<file path="config.mk">
export PLATFORM = sky130hd
export DESIGN_NAME = store_buffer_flat
export DESIGN_NICKNAME = d
export VERILOG_FILES = /design/src/rtl/store_buffer_if.sv /design/src/rtl/store_buffer.sv /design/src/flat_wrapper.sv
export SDC_FILE = /design/constraint.sdc
export NUM_CORES = 1
export LEC_CHECK = 0
export BUFFER_PORTS_ARGS = -buffer_cell sky130_fd_sc_hd__buf_2
export CORE_ASPECT_RATIO = 1.1
export CORE_MARGIN = 3
export CORE_UTILIZATION = 52
export DETAILED_ROUTE_END_ITERATION = 10
export HOLD_SLACK_MARGIN = 0.02
export PLACE_DENSITY = 0.85
export SLEW_MARGIN = 20
export SYNTH_ARGS = -nofsm -noshare
export SYNTH_HDL_FRONTEND = slang
export SYNTH_SLANG_ARGS = --single-unit
</file>
<file path="constraint.sdc">
create_clock -name clk -period 3.2 [get_ports clk]
set_input_delay 0.32 -clock clk [delete_from_list [all_inputs] [get_ports clk]]
set_output_delay 0.32 -clock clk [all_outputs]
set_load 0.02 [all_outputs]
</file>
<file path="src/rtl/store_buffer_if.sv">
// Store buffer bus bundle: pipeline MEM-stage store/load handshakes plus the
// data-memory port. The buffer itself takes the slave view; the pipeline and
// memory environment together take the master view.
interface store_buffer_if #(
    parameter int AW = 32
);
    logic          st_valid;
    logic [AW-1:0] st_addr;
    logic [31:0]   st_data;
    logic          st_ready;
    logic          ld_valid;
    logic [AW-1:0] ld_addr;
    logic          ld_ready;
    logic [31:0]   ld_data;
    logic          empty;
    logic          mem_writeenable;
    logic [AW-1:0] mem_addr;
    logic [31:0]   mem_writedata;
    logic [31:0]   mem_readdata;

    modport master (
        output st_valid, st_addr, st_data, ld_valid, ld_addr, mem_readdata,
        input  st_ready, ld_ready, ld_data, empty,
               mem_writeenable, mem_addr, mem_writedata
    );

    modport slave (
        input  st_valid, st_addr, st_data, ld_valid, ld_addr, mem_readdata,
        output st_ready, ld_ready, ld_data, empty,
               mem_writeenable, mem_addr, mem_writedata
    );
endinterface

</file>
<file path="src/rtl/store_buffer.sv">
// Posted-write store buffer in front of a single-port word-addressed memory.
// Stores are queued and retired in program order whenever the memory port is
// not needed by a load; loads read memory directly.
// Build option STORE_BUF_FWD_EN: when defined, a load is served from the
// youngest buffered store to the same address. When undefined, such a load is
// held off (ld_ready=0) while the buffer drains until no matching entry is left,
// and then reads memory.
module store_buffer #(
    parameter int DEPTH = 4,
    parameter int AW    = 32
) (
    input  logic          clk,
    input  logic          reset,
    store_buffer_if.slave bus
);
    localparam int PW = $clog2(DEPTH);
    localparam int CW = $clog2(DEPTH + 1);

    logic [AW-1:0] addr_q [DEPTH];
    logic [AW-1:0] addr_d [DEPTH];
    logic [31:0]   data_q [DEPTH];
    logic [31:0]   data_d [DEPTH];
    logic [PW-1:0] head_q, head_d;
    logic [PW-1:0] tail_q, tail_d;
    logic [CW-1:0] count_q, count_d;

    logic          full;
    logic          is_empty;
    logic          match_any;
    logic [PW-1:0] idx;
    logic          blk;
    logic          drain;
    logic          st_ok;
    logic          enq;
`ifdef STORE_BUF_FWD_EN
    logic [31:0]   fwd_data;
`endif

    // Address match against valid entries; oldest to youngest so the youngest wins.
    always_comb begin
        match_any = 1'b0;
        idx       = '0;
`ifdef STORE_BUF_FWD_EN
        fwd_data  = '0;
`endif
        for (int i = 0; i < DEPTH; i++) begin
            idx = head_q + PW'(i);
            if ((CW'(i) < count_q) && (addr_q[idx] == bus.ld_addr)) begin
                match_any = 1'b1;
`ifdef STORE_BUF_FWD_EN
                fwd_data  = data_q[idx];
`endif
            end
        end
    end

    // Drain / accept decision; reset blocks both so nothing leaks out mid-reset.
    always_comb begin
        full     = (count_q == CW'(DEPTH));
        is_empty = (count_q == '0);
`ifdef STORE_BUF_FWD_EN
        blk      = 1'b0;
`else
        blk      = match_any;
`endif
        drain    = !reset && !is_empty && (!bus.ld_valid || full || blk);
        st_ok    = !reset && !full;
        enq      = bus.st_valid && st_ok;
    end

    // Next-state for pointers, occupancy and entry storage.
    always_comb begin
        addr_d  = addr_q;
        data_d  = data_q;
        head_d  = head_q;
        tail_d  = tail_q;
        count_d = count_q;
        if (enq) begin
            addr_d[tail_q] = bus.st_addr;
            data_d[tail_q] = bus.st_data;
            tail_d         = tail_q + 1'b1;
        end
        if (drain) begin
            head_d = head_q + 1'b1;
        end
        case ({enq, drain})
            2'b10:   count_d = count_q + 1'b1;
            2'b01:   count_d = count_q - 1'b1;
            default: count_d = count_q;
        endcase
    end

    // Memory port and pipeline-facing outputs.
    always_comb begin
        bus.st_ready        = st_ok;
        bus.empty           = is_empty;
        bus.mem_writeenable = drain;
        bus.mem_addr        = drain ? addr_q[head_q] : bus.ld_addr;
        bus.mem_writedata   = drain ? data_q[head_q] : 32'h0;
        bus.ld_ready        = bus.ld_valid && !drain;
`ifdef STORE_BUF_FWD_EN
        bus.ld_data         = match_any ? fwd_data : bus.mem_readdata;
`else
        bus.ld_data         = bus.mem_readdata;
`endif
    end

    // Pointer and occupancy registers; reset discards every pending store.
    always_ff @(posedge clk) begin
        if (reset) begin
            head_q  <= '0;
            tail_q  <= '0;
            count_q <= '0;
        end else begin
            head_q  <= head_d;
            tail_q  <= tail_d;
            count_q <= count_d;
        end
    end

    // Entry storage needs no reset: count_q alone decides which entries are valid.
    always_ff @(posedge clk) begin
        addr_q <= addr_d;
        data_q <= data_d;
    end
endmodule

</file>
<file path="src/flat_wrapper.sv">
// flat-port wrapper written by rule: the top's interface ports become plain ports
module store_buffer_flat 
#(
    parameter int DEPTH = 4,
    parameter int AW    = 32
)
  (clk, reset, bus_st_valid, bus_st_addr, bus_st_data, bus_ld_valid, bus_ld_addr, bus_mem_readdata, bus_st_ready, bus_ld_ready, bus_ld_data, bus_empty, bus_mem_writeenable, bus_mem_addr, bus_mem_writedata);
  store_buffer_if #(.AW(AW)) bus_i ();
  input  logic clk;
  input  logic reset;
  input wire logic [$bits(bus_i.st_valid)-1:0] bus_st_valid;
  input wire logic [$bits(bus_i.st_addr)-1:0] bus_st_addr;
  input wire logic [$bits(bus_i.st_data)-1:0] bus_st_data;
  input wire logic [$bits(bus_i.ld_valid)-1:0] bus_ld_valid;
  input wire logic [$bits(bus_i.ld_addr)-1:0] bus_ld_addr;
  input wire logic [$bits(bus_i.mem_readdata)-1:0] bus_mem_readdata;
  output wire logic [$bits(bus_i.st_ready)-1:0] bus_st_ready;
  output wire logic [$bits(bus_i.ld_ready)-1:0] bus_ld_ready;
  output wire logic [$bits(bus_i.ld_data)-1:0] bus_ld_data;
  output wire logic [$bits(bus_i.empty)-1:0] bus_empty;
  output wire logic [$bits(bus_i.mem_writeenable)-1:0] bus_mem_writeenable;
  output wire logic [$bits(bus_i.mem_addr)-1:0] bus_mem_addr;
  output wire logic [$bits(bus_i.mem_writedata)-1:0] bus_mem_writedata;
  assign bus_i.st_valid = bus_st_valid;
  assign bus_i.st_addr = bus_st_addr;
  assign bus_i.st_data = bus_st_data;
  assign bus_i.ld_valid = bus_ld_valid;
  assign bus_i.ld_addr = bus_ld_addr;
  assign bus_i.mem_readdata = bus_mem_readdata;
  assign bus_st_ready = bus_i.st_ready;
  assign bus_ld_ready = bus_i.ld_ready;
  assign bus_ld_data = bus_i.ld_data;
  assign bus_empty = bus_i.empty;
  assign bus_mem_writeenable = bus_i.mem_writeenable;
  assign bus_mem_addr = bus_i.mem_addr;
  assign bus_mem_writedata = bus_i.mem_writedata;
  store_buffer #(.DEPTH(DEPTH), .AW(AW)) u_core (.clk(clk), .reset(reset), .bus(bus_i));
endmodule
</file>
==> metrics.md <==
| Metric | Value |
|---|---|
| Inst Count DP | `~1.5k` |
| Die area | `between 30000 and 40000 sq um` |
| Die width | `167 um` |
| Die height | `around 180 um` |
| GRT Overall Usage | `28.3%` |
| Cell family with most CP delay | `buffers and inverters` |
| PwrDens | `~560 nW/um^2` |
| Worst EP required | `roughly 2900 ps` |
| RSZ-0062 raised after global routing | `yes` |
| Ys Warns | `0` |
| Initial antenna violation count | `1` |
| CTS buffer count | `25` |
| Worst path cell trace | `buf_12 -> buf_16 -> buf_12 -> buf_4 -> mux2i_1 -> nor2_1 -> a21oi_1 -> a21oi_1 -> or4_1 -> o311ai_4 -> o31a_4 -> buf_12 -> mux2_2 -> buf_4` |
| Worst setup SP type | `flip-flop` |
| # Max-Cap Violations | `0` |
| Final core utilization | `between 60% and 70%` |
| Core area | `~28000 sq um` |
| First-pass GRT wire length | `approximately 66000 um` |
| DRT Wirelength | `between 40000 and 50000 um` |
| Clock latency on the worst-skew pair | `about 530 ps` |
| Min cycle time layout | `around 4200 ps` |
| Slew Viols, Final | `0` |
| Critical path endpoint category | `primary output` |
| Rel. slew slack | `between 60% and 70%` |
| Final Hold Violating Endpoints | `0` |
| Synth cell types | `60` |
| EDFF count, synth | `roughly 260` |
| Final setup fails | `between 60 and 70` |
| Initial Util | `52.9%` |
| Mapped Cells | `between 900 and 1k` |
| Leak | `approximately 7.0 nW` |
| TNS Setup | `-63420 ps` |
| Largest net degree at the start of global routing | `32` |
| #FFs+latches synth | `roughly 260` |
| Worst Setup Path Type | `flip-flop to primary output` |
| Clock tree sinks | `263` |
| Clock transition at path regs | `~70 ps` |
| Max clock buf depth | `3` |
| Nets | `1439` |
| VDD IR max | `about 550 uV` |
| Vias in the first global route | `~11k` |
| Syn_area_per_cell | `~16 sq um` |
| Top cell by count, worst path | `buf_12` |
| Hold path depth | `1` |
| Dpl hpwl | `about 28000 um` |
| Synthesized cell area | `around 15000 sq um` |
| CP peak stage delay | `between 500 and 600 ps` |
| Buffer and inverter count on the worst path | `6` |
| Global route overflow | `0` |
| DR iter-0 viols | `1251` |
| Critical Path Stages | `14` |
| FF-to-FF path depth | `16` |
| Worst-margin pin slew | `578 ps` |
| CP max FO | `11` |
| Setup ws final | `-1010 ps` |
| Max Fclk | `about 0.24 GHz` |
| Final ANT Viol Nets | `0` |
| Area Overhead vs Synth | `32.3%` |
| Failing checks | `setup timing` |
| Fin cells | `about 1.7k` |
| DR DRC count | `0` |
| Status | `finished with violations` |
| Core Rows | `64` |
| Via density | `about 6.3` |
| Port Buf Inserts | `about 170` |
| Final worst-path cycle share | `131%` |
| CTS root buf | `clkbuf_16` |
| Vias | `approximately 11k` |
| GP Congestion | `around 0.98` |
| Top FF cell, synth | `edfxtp_1` |
| Fraction of layout cells with a size suffix above 1 | `between 50% and 60%` |
| Fillers | `between 1.5k and 2k` |
| Critical path data arrival time | `3890 ps` |
| TritonRoute pass-1 iters | `5` |
| WL/cell | `~27 um` |
| Hold crit path type | `primary input to flip-flop` |
| Syn nets | `approximately 1.1k` |
| Critical path's slowest cell | `or4_1` |
| Sequential area share after synthesis | `53.1%` |
| CTS tree | `built` |
| CTS HTree Levels | `1` |
| IO Count | `approximately 230` |
| Asr flop ratio synth | `0%` |
| N_diodes | `0` |
| Clock skew | `around 6.9 ps` |
[area by class of cell]
| class | instances | area, sq um | area share (%) |
|---|---|---|---|
| flip-flops and latches | 263 | 7840 | 40.2 |
| inverters | 9 | 33.8 | 0.173 |
| well taps | 363 | 454 | 2.33 |
| multi-input cells | 545 | 6510 | 33.4 |
| repair buffers | 454 | 3870 | 19.8 |
| clock inverters | 11 | 135 | 0.693 |
| clock buffers | 35 | 663 | 3.40 |
[synth_stat cells, types with 11 or more instances]
master	n	area share, %
edfxtp_1	256	52
mux4_2	112	17
mux2i_1	77	5.2
xnor2_1	60	3.6
xor2_1	56	3.3
buf_4	44	2.2
and2_1	33	1.4
clkbuf_1	23	0.59
mux2_2	20	1.5
nor2_1	18	0.46
buf_1	15	0.38
mux2_4	15	1.5
nor4_1	15	0.64
a21oi_1	14	0.48
nand4_1	14	0.59
nand2_1	13	0.33
buf_2	11	0.37
buf_6	11	0.84
[layout by cell type, fill, tap and decap left out, types with 3 or more instances in the layout]
| cell type | synthesis | layout |
|---|---|---|
| bufinv_16 | 0 | 3 |
| buf_2 | 11 | 105 |
| nor3_1 | 8 | 8 |
| a2bb2oi_1 | 3 | 3 |
| nor2_1 | 18 | 18 |
| dlygate4sd3_1 | 0 | 58 |
| nor4_2 | 0 | 8 |
| dfxtp_1 | 7 | 5 |
| a221oi_1 | 3 | 3 |
| o21ai_0 | 9 | 8 |
| nand2_1 | 13 | 13 |
| and2_1 | 33 | 8 |
| buf_6 | 11 | 66 |
| clkinv_2 | 0 | 4 |
| o22ai_1 | 6 | 6 |
| mux4_2 | 112 | 112 |
| mux2_2 | 20 | 9 |
| mux2i_1 | 77 | 63 |
| buf_12 | 5 | 19 |
| nand4_1 | 14 | 14 |
| a22oi_1 | 7 | 6 |
| xnor2_2 | 0 | 10 |
| edfxtp_1 | 256 | 256 |
| a21oi_1 | 14 | 14 |
| clkbuf_16 | 0 | 28 |
| mux2i_2 | 1 | 14 |
| o2111ai_1 | 4 | 4 |
| and3_2 | 0 | 4 |
| nor4_1 | 15 | 7 |
| buf_8 | 0 | 3 |
| xor2_1 | 56 | 56 |
| xnor2_1 | 60 | 50 |
| and2_4 | 0 | 25 |
| nor2b_1 | 6 | 6 |
| buf_4 | 44 | 199 |
| inv_1 | 9 | 9 |
| ha_1 | 9 | 8 |
| mux2_4 | 15 | 27 |
| clkbuf_1 | 23 | 10 |
[metal layers]
layer	share of wire, %	global-route usage (%)	routed length (um)	up-vias
met4	4.6	10.9	2080	2
met5	0.029	0	13	-
met1	35	35.7	15500	5255
met2	51	49.6	22900	756
met3	9.8	4.53	4410	168
li1	-	-	-	4389
[state kept, by name (all words and copies together) (netlist names)]
register        count
u_core.addr_q     128
u_core.data_q     128
u_core.count_q      3
u_core.tail_q       2
u_core.head_q       2
[timing repair]
item / CTS / global route
gates resized for setup: 188 / 40
hold endpoints to repair: 228 / 0
buffers inserted: 25 / 20
pin swaps: 12 / 13
gates cloned: 3 / 3
setup endpoints to repair: 69 / 71
hold buffers: 58 / 0
[report_power, final]
group / leakage, nW / internal (W) / total (W) / switching, W
combinational: 4.26 / 0.00212 / 0.00403 / 0.00191
clock: 0.390 / 0.00170 / 0.00297 / 0.00127
sequential: 2.38 / 0.00390 / 0.00397 / 0.0000726
[through the flow]
stage	hold WS [ps]	power, W	cell area, sq um	setup WS (ps)
2_1_floorplan	419	0.00626	14800	-71.0
3_3_place_gp	529	0.00722	16900	-517
3_5_place_dp	536	0.00728	16900	-554
4_1_cts	20.9	0.0106	19200	-896
5_1_grt	26.0	0.0113	19500	-1080
6_report	31.5	0.0110	19500	-1010
[worst reg2reg max path, stage by stage (launching register included)]
cell      delay, ps
dfxtp_4         410
buf_12          130
buf_16          130
buf_12          110
buf_4           120
mux2i_1         320
nor2_1           90
a21oi_1         180
a21oi_1         110
or4_1           580
o311ai_4        260
o31a_4          260
buf_6           170
buf_4           120
ha_2            260
or3_1           340
a21oi_1         150
[kinds of logic after synthesis]
family | after synthesis | share of synthesized area, %
adder cells (fa/ha/maj) | 9 | 0.764
flip-flops | 263 | 53.1
XOR/XNOR | 116 | 6.89
multiplexers | 226 | 25.6
AND/OR/NAND/NOR | 124 | 4.74
buffers and inverters | 121 | 5.43
AO/OA/AOI/OAI | 70 | 3.51
[worst paths after layout]
kind / from / endpoint / slack (ps)
setup / recovery: u_core.head_q[0] / bus_mem_addr[9] / -1010
hold reg to reg: u_core.tail_q[1] / u_core.tail_q[1] / 560
setup reg to reg: u_core.head_q[0] / u_core.count_q[2] / -620
hold / removal: bus_st_addr[9] / u_core.addr_q[73] / 30
(Power assumes the default switching activity.)
